$ cat src/rtl/common_pkg.sv
// common_pkg: shared single-bit handshake level encoding.
package common_pkg;
  typedef enum logic {SIG_OFF = 1'b0, SIG_ON = 1'b1} onebit_sig_e;
endpackage

$ cat src/rtl/debug_pkg.sv
// debug_pkg: access sizes, bridge FSM states and byte-enable constants for the debug module.
package debug_pkg;
  typedef enum logic [1:0] {AM_BYTE = 2'd0, AM_HALF = 2'd1, AM_WORD = 2'd2} am_size_e;
  typedef enum logic [2:0] {IDLE, REQ, WAIT_R, DONE, HOLD} sba_state_e;
  localparam logic [3:0] SBA_BE_WORD = 4'hF;
endpackage

$ cat src/rtl/dm_sba_lane.sv
// dm_sba_lane: byte-lane steering, read extraction and alignment check for one access.
module dm_sba_lane
  import debug_pkg::*;
(
  input  logic [3:0]  st,
  input  logic [1:0]  ad,
  input  logic [31:0] di,
  input  logic [31:0] rdata,
  output logic [3:0]  be,
  output logic [31:0] wdata,
  output logic [31:0] rext,
  output logic        misalign
);
  logic [1:0]  sz;
  logic [31:0] sh;
  assign sz = st[1:0];
  always_comb begin
    sh       = rdata >> {ad, 3'b000};
    misalign = (st > 4'd2) || (sz == AM_HALF && ad[0]) || (sz == AM_WORD && ad != 2'b00);
    be       = sz == AM_BYTE ? 4'b0001 << ad : sz == AM_HALF ? (ad[1] ? 4'b1100 : 4'b0011) : SBA_BE_WORD;
    wdata    = sz == AM_BYTE ? {4{di[7:0]}} : sz == AM_HALF ? {2{di[15:0]}} : di;
    rext     = sz == AM_BYTE ? {24'h0, sh[7:0]} : sz == AM_HALF ? {16'h0, sh[15:0]} : rdata;
  end
endmodule

$ cat src/rtl/dm_sba_bridge.sv
// dm_sba_bridge: debug abstract memory access to req/gnt/rvalid bus, one transaction at a time.
// Optional bus watchdog under DM_SBA_TIMEOUT_EN.
module dm_sba_bridge
  import debug_pkg::*;
  import common_pkg::*;
#(
  parameter int ADDR_W         = 32,
  parameter int TIMEOUT_CYCLES = 255
) (
  input  logic              clk_i,
  input  logic              rst_i,
  input  logic              am_en_i,
  input  logic              am_wr_i,
  input  logic [3:0]        am_st_i,
  input  logic [ADDR_W-1:0] am_ad_i,
  input  logic [31:0]       am_di_i,
  output logic [31:0]       am_do_o,
  output logic              am_done_o,
  output logic              am_err_o,
  output logic              mem_req_o,
  output logic              mem_we_o,
  output logic [3:0]        mem_be_o,
  output logic [ADDR_W-1:0] mem_addr_o,
  output logic [31:0]       mem_wdata_o,
  input  logic              mem_gnt_i,
  input  logic              mem_rvalid_i,
  input  logic [31:0]       mem_rdata_i,
  input  logic              mem_err_i
);
  sba_state_e        state, state_n;
  logic              wr_q, bad_q, err_q, start, tmo, misalign;
  logic [3:0]        st_q, lane_st, be;
  logic [1:0]        lane_ad;
  logic [ADDR_W-1:0] ad_q;
  logic [31:0]       di_q, do_q, wdata, rext;
  assign start   = state == IDLE && am_en_i == SIG_ON;
  assign lane_st = state == IDLE ? am_st_i : st_q;
  assign lane_ad = state == IDLE ? am_ad_i[1:0] : ad_q[1:0];
  dm_sba_lane u_lane (
    .st(lane_st), .ad(lane_ad), .di(di_q), .rdata(mem_rdata_i),
    .be(be), .wdata(wdata), .rext(rext), .misalign(misalign)
  );
`ifdef DM_SBA_TIMEOUT_EN
  logic [31:0] cnt;
  always_ff @(posedge clk_i)
    if (rst_i || state == IDLE) cnt <= '0;
    else if (state == REQ || state == WAIT_R) cnt <= cnt + 32'd1;
  assign tmo = (state == REQ || state == WAIT_R) && cnt == 32'(TIMEOUT_CYCLES - 1);
`else
  assign tmo = 1'b0;
`endif
  always_ff @(posedge clk_i)
    if (rst_i) state <= IDLE;
    else state <= state_n;
  // Illegal requests pass through WAIT_R without a bus request so completion lands two cycles after am_en_i.
  always_comb begin
    state_n = state;
    unique case (state)
      IDLE:    state_n = start ? (misalign ? WAIT_R : REQ) : IDLE;
      REQ:     state_n = tmo ? DONE : mem_gnt_i ? WAIT_R : REQ;
      WAIT_R:  state_n = (bad_q || mem_rvalid_i || tmo) ? DONE : WAIT_R;
      DONE:    state_n = HOLD;
      HOLD:    state_n = am_en_i == SIG_ON ? HOLD : IDLE;
      default: state_n = IDLE;
    endcase
  end
  always_ff @(posedge clk_i)
    if (rst_i) begin
      {wr_q, bad_q, err_q} <= '0;
      st_q <= '0;
      ad_q <= '0;
      di_q <= '0;
      do_q <= '0;
    end else begin
      if (start) begin
        wr_q  <= am_wr_i;
        st_q  <= am_st_i;
        ad_q  <= am_ad_i;
        di_q  <= am_di_i;
        bad_q <= misalign;
      end
      if ((state == WAIT_R && bad_q) || tmo) begin
        do_q  <= '0;
        err_q <= 1'b1;
      end else if (state == WAIT_R && mem_rvalid_i) begin
        do_q  <= (wr_q || mem_err_i) ? '0 : rext;
        err_q <= mem_err_i;
      end
    end
  assign am_do_o     = do_q;
  assign am_done_o   = state == DONE;
  assign am_err_o    = am_done_o && err_q;
  assign mem_req_o   = state == REQ;
  assign mem_we_o    = mem_req_o && wr_q;
  assign mem_be_o    = mem_req_o ? be : 4'h0;
  assign mem_addr_o  = mem_req_o ? {ad_q[ADDR_W-1:2], 2'b00} : '0;
  assign mem_wdata_o = mem_req_o ? wdata : '0;
endmodule

$ cat config.mk
export PLATFORM = sky130hd
export DESIGN_NAME = dm_sba_bridge
export DESIGN_NICKNAME = d
export VERILOG_FILES = /design/src/rtl/common_pkg.sv /design/src/rtl/debug_pkg.sv /design/src/rtl/dm_sba_lane.sv /design/src/rtl/dm_sba_bridge.sv
export SDC_FILE = /design/constraint.sdc
export NUM_CORES = 1
export LEC_CHECK = 0
export CAP_MARGIN = 20
export CORE_ASPECT_RATIO = 0.7
export CORE_MARGIN = 1.5
export CORE_UTILIZATION = 43
export DETAILED_ROUTE_END_ITERATION = 7
export GPL_ROUTABILITY_DRIVEN = 0
export GPL_TIMING_DRIVEN = 0
export PLACE_DENSITY = 0.85
export SYNTH_ARGS = -nofsm -noshare
export SYNTH_HDL_FRONTEND = slang
export SYNTH_SLANG_ARGS = --single-unit
$ cat constraint.sdc
create_clock -name clk_i -period 2.4 [get_ports clk_i]
set_input_delay 0.36 -clock clk_i [delete_from_list [all_inputs] [get_ports clk_i]]
set_output_delay 0.36 -clock clk_i [all_outputs]
set_load 0.05 [all_outputs]
==> qor.yml, run 1 <==
worst_slew_margin_rel_pct: 51.6
drive_gt1_share_pct: 23.8
synth_ff_type: "dfxtp_1"
path_buf_inv: 4
async_flop_share_pct: 0
yosys_warnings: 0
synth_top_area_cell: "dfxtp_1"
required_ns: 2.04
swShare_pct: 32.5
hold_class: "register to register"
syn_area_mm2: 0.00506
post-route-min-period_ns: 2.71
grt_use_total_pct: 30.9
max_slew.worst_pin.slew_ns: 0.726
synth_seq_area_share_pct: 41.1
fin_cells: 1065
die_height_um: 93.8
insertion_delay_ns: 0.35
hold_viol: 0
avgSynthCellArea_um2: 7.60
max-vdd-ir-drop_mv: 0.407
grt_max_degree: 18
cts_buffer_depth: 2
grt_pass1_vias: 5669
fin_crit_sh_pct: 113
cap_violations: 0
ios: 211
critPathArrivalTime_ns: 2.35
cts.sinks: 104
violations: "setup timing"
criticalPathCategory: "register to primary output"
ys_ff_latch: 104
finClkSkew_ns: 0.0110
grt-ovfl-total: 0
setup_ws_ns: -0.306
place_worst_setup_slack_ns: -0.930
cts_buffers: 9
antenna_found_initial: 0
setup-violations-final: 28
area.growth.synth_to_final_pct: 68.8
die_area_mm2: 0.0124
ctsHoldBuffers: 0
dpl_cell_area_mm2: 0.00759
cp-start-kind: "register"
wire_per_inst_um: 20.6
critical_path.top_delay_family: "buffers and inverters"
mostFrequentLayoutCells: "nand2_1 (155), clkdlybuf4s50_1 (139), dfxtp_1 (101), a21oi_1 (77), buf_6 (47)"
first_pass_iters: 7
combPwrFrac_pct: 29.8
synth_edf_count: 0
initial_utilization_pct: 45.0
worstSetupEndpointType: "primary output"
intPower_w: 0.00354
wl_um: 22000
detail-route-antenna-nets: 0
leakagePower_nw: 3.18
max_freq_ghz: 0.370
status: "finished with violations"
synth_cell_types: 48
via_count: 6342
placed_cells: 1028
critical_path_peak_fanout: 6
cpMaxStageDelayCell: "mux2i_4"
cp_common_cell: "buf_6"
fin_nets: 1014
path_clk_slew_ns: 0.07
max_stage_delay_ns: 0.40
syn_inst: 666
drc: 0
final_common_cell: "nand2_1"
pwr-share-clk_pct: 33.2
fill_cells: 780
p_switching_w: 0.00170
cts_tree: "built"
crit_path_cell_trace: "buf_6 -> nor3_4 -> buf_6 -> mux2i_4 -> buf_6 -> nand2_2 -> a31oi_4 -> buf_6"
netlist.area_leader.share_pct: 41.1
rsz0062_at_grt: "yes"
p_total_w: 0.00524
synth.top_cells.by_area: "dfxtp_1 (41%), nand2_1 (13%), a21oi_1 (9.5%), and2_1 (4.9%), clkbuf_1 (2.7%)"
grt_pass1_wl_um: 30100
cts_htree_levels: 3
p_seq_share_pct: 36.9
portBuffers: 208
vias_per_cell: 5.95
power_density_mw_per_mm2: 613
core_area_mm2: 0.0113
slew_viol_final: 0
drtIter0Drc: 670
num_rows: 32
die-width_um: 133
cts_root_buf: "clkbuf_16"
design_area_mm2: 0.00855
post-dp-hpwl_um: 13300
antenna_cells: 0
-- layer usage --
layer	wire [um]	up-vias	GRT usage (%)
met5	0	-	0
met3	3300	133	11.7
met1	8260	2878	40.5
met4	1190	0	11.9
met2	9230	547	46.2
li1	-	2784	-
-- registers in the layout, indices dropped and copies added, names as in the netlist --
name,flops
st_q,2
err_q,1
bad_q,1
di_q,32
state,3
wr_q,1
ad_q,32
am_do_o,32
-- Yosys cell counts (5+ instances only) --
| cell | instances |
|---|---|
| buf_4 | 5 |
| clkbuf_1 | 36 |
| a21o_1 | 10 |
| nand4_1 | 8 |
| dfxtp_1 | 104 |
| o211ai_1 | 8 |
| buf_2 | 12 |
| a22oi_1 | 16 |
| and2_1 | 40 |
| nand3_1 | 16 |
| nand2_1 | 175 |
| a21oi_1 | 96 |
| nor2_1 | 33 |
| o21ai_0 | 19 |
| a31oi_1 | 9 |
| o2bb2ai_1 | 8 |
| o22a_1 | 8 |
| mux2i_1 | 12 |
-- repair_timing --
item                                    in CTS  in global routing
resized for setup                          491                 51
endpoints found under the setup margin      68                 71
cloned                                       5                  0
pin swaps                                   10                 22
endpoints found under the hold margin        0                  0
buffers inserted                            11                  6
-- kinds of logic (layout without fill, tap and decap cells) --
logic type	after synthesis	in the layout	synth area share, %
buffers and inverters	60	304	5.29
AND/OR/NAND/NOR	292	292	26.3
multiplexers	17	18	3.80
flip-flops	104	104	41.1
AO/OA/AOI/OAI	192	192	23.4
other	1	2	0.0740
-- layout make-up --
type	instances	area, um2	area share [%]
multi-input combinational	504	3310	38.7
timing repair buffer	229	2220	26.0
sequential	104	2090	24.4
buffer	57	378	4.42
clock buffer	10	239	2.80
tap	153	191	2.24
clock inverter	6	113	1.32
inverter	2	10.0	0.117
-- worst reg2reg max path: cells and delay by family (launching register included) --
kind | cells | cell delay [ns]
buffers and inverters | 4 | 0.88
AOI/OAI and AO/OA | 1 | 0.11
and+or+nand+nor | 3 | 0.87
DFF | 1 | 0.32
-- power by group through the flow --
stage | Combinational, W | Sequential [W] | Clock (W)
after floorplan | 0.000696 | 0.00194 | 0
after global placement | 0.00114 | 0.00193 | 0
after detailed placement | 0.00115 | 0.00193 | 0
after CTS | 0.00135 | 0.00191 | 0.00174
after global routing | 0.00163 | 0.00194 | 0.00181
final | 0.00156 | 0.00194 | 0.00174
-- worst paths after layout --
| check | from | to | slack (ns) | cells after the start |
|---|---|---|---|---|
| worst max-delay path | state[2] | mem_wdata_o[31] | -0.31 | 8 |
| worst min-delay path | ad_q[8] | ad_q[8] | 0.45 | 2 |
| worst max register to register | state[2] | am_do_o[26] | 0.17 | 8 |
| worst min register to register | ad_q[8] | ad_q[8] | 0.45 | 2 |
-- through the flow --
stage               setup TNS, ns  util (%)  hold slack, ns
floorplan                  -0.726         -           0.432
global placement           -37.42      67.5           0.437
detailed placement         -37.94      67.5           0.442
CTS                         -1.68      73.5           0.452
global route                -5.57      76.0           0.468
finish                      -4.29      76.0           0.450
Power figures use the tool's default switching activity.
==> run 2, diff against run 1 <==
CORE_UTILIZATION = 45   (was 43)
DONT_BUFFER_PORTS = 1   (was unset)
PLACE_DENSITY = 0.64   (was 0.85)
==> run 2 against run 1 <==
Net effect:
- the run still ends with setup timing left
- highest routed layer unchanged
- via count is 20% lower
- largest cell class unchanged
- total power shrank 11%
- core utilization down 15 points
- sequential cell count unchanged
- non-clock buffer count is 201 lower
- first-iteration DRC count shrank 50%
==> qor.yml, run 2 (synthesis gave the netlist of run 1 again) <==
power_density_mw_per_mm2: 693
cts_root_buf: "clkbuf_16"
antenna_cells: 0
cap_violations: 0
setup-violations-final: 26
p_seq_share_pct: 42.0
grt-ovfl-total: 0
ctsHoldBuffers: 0
via_count: 5063
fin_nets: 813
first_pass_iters: 5
max_stage_delay_ns: 0.40
grt_use_total_pct: 28.5
multi_input_area_mm2: 0.00345
portBuffers: 0
p_total_w: 0.00465
critPathArrivalTime_ns: 2.14
cpMaxStageDelayCell: "a31oi_4"
cts_tree: "built"
post-route-min-period_ns: 2.50
fill_cells: 990
area.growth.synth_to_final_pct: 32.6
max-vdd-ir-drop_mv: 0.434
cts_htree_levels: 3
num_rows: 32
max_slew.worst_pin.slew_ns: 0.795
leakagePower_nw: 2.29
finClkSkew_ns: 0.0111
initial_utilization_pct: 46.2
swShare_pct: 34.3
place_worst_setup_slack_ns: -0.710
final_common_cell: "nand2_1"
antenna_found_initial: 0
intPower_w: 0.00306
post-dp-hpwl_um: 12600
die_area_mm2: 0.0119
setup_ws_ns: -0.104
detail-route-antenna-nets: 0
hold_viol: 0
cp-start-kind: "register"
wl_um: 17800
wire_per_inst_um: 20.6
required_ns: 2.04
timing.rr.start: "state[0]"
die_height_um: 91.8
hold_path_depth: 2
insertion_delay_ns: 0.35
crit_start: "state[2]"
crit_path_cell_trace: "nor3_4 -> buf_12 -> mux2i_4 -> buf_6 -> nand2_1 -> a31oi_4"
drive_gt1_share_pct: 28.1
grt_pass1_vias: 4749
p_switching_w: 0.00159
fin_crit_sh_pct: 104
status: "finished with violations"
combPwrFrac_pct: 26.8
criticalPathCategory: "register to primary output"
grt_pass1_wl_um: 26100
hold_start: "am_ad_i[20]"
core_area_mm2: 0.0110
max_freq_ghz: 0.399
rsz0062_at_grt: "yes"
drtIter0Drc: 335
critical_path_peak_fanout: 8
hold_class: "primary input to register"
slew_viol_final: 0
worstSetupEndpointType: "primary output"
mostFrequentLayoutCells: "nand2_1 (157), dfxtp_1 (101), a21oi_1 (77), nor2_1 (33), and2_4 (29)"
path_clk_slew_ns: 0.07
worst_slew_margin_rel_pct: 47.0
cts_buffer_depth: 2
cts_buffers: 9
die-width_um: 130
ff2ff_path_depth: 7
vias_per_cell: 5.86
regArea_mm2: 0.00209
pwr-share-clk_pct: 31.2
drc: 0
cts.sinks: 104
grt_max_degree: 19
violations: "setup timing"
ios: 211
[run 2: final cells by class]
type,count,area share (%)
Clock inverter,6,0.764
Sequential cell,104,31.2
Inverter,2,0.149
Timing Repair Buffer,30,4.64
Clock buffer,10,3.56
Multi-Input combinational cell,504,51.3
Buffer,55,5.53
Tap cell,153,2.85
[run 2: worst max-delay path: cells and delay by family, from the launching register on]
family | cells | cell delay [ns]
buffers and inverters | 2 | 0.36
muxes | 1 | 0.33
DFF | 1 | 0.37
AOI/OAI and AO/OA | 1 | 0.40
and+or+nand+nor | 2 | 0.33
[run 2: power groups by stage]
stage	clock, W	sequential, W	combinational (W)
final	0.00145	0.00196	0.00125
after global routing	0.00155	0.00197	0.00133
after CTS	0.00148	0.00195	0.00105
after detailed placement	0	0.00197	0.000877
after global placement	0	0.00196	0.000851
after floorplan	0	0.00194	0.000696
[run 2: metrics by stage]
step / cells / hold slack [ns] / setup TNS (ns) / utilization, % / instance area (um2)
global route: 864 / 0.131 / -2.95 / 61.2 / 6720
floorplan: 667 / 0.432 / -0.726 / - / 5320
global placement: 820 / 0.439 / -11.13 / 50.2 / 5510
detailed placement: 820 / 0.443 / -12.19 / 50.2 / 5510
finish: 864 / 0.142 / -1.54 / 61.2 / 6720
CTS: 847 / 0.130 / -4.96 / 57.8 / 6340
[run 2: per-layer routing]
layer  global-route usage [%]  share of wire (%)  vias up
met3                     10.2                 12       22
met5                        0                  0        -
met2                     42.5                 44      268
met4                     6.11                1.2        0
met1                     39.6                 43     2385
li1                         -                  -     2388
[run 2: final timing paths]
| kind | endpoint | slack [ns] |
|---|---|---|
| hold reg to reg | ad_q[12] | 0.45 |
| setup reg to reg | di_q[15] | 0.27 |
| hold / removal | ad_q[20] | 0.14 |
| setup / recovery | mem_wdata_o[31] | -0.10 |
[run 2: repair_timing]
action	in CTS	in global routing
endpoints found under the setup margin	67	66
resized for setup	148	70
pin swaps	18	32
setup buffers	10	15
cloned	2	3
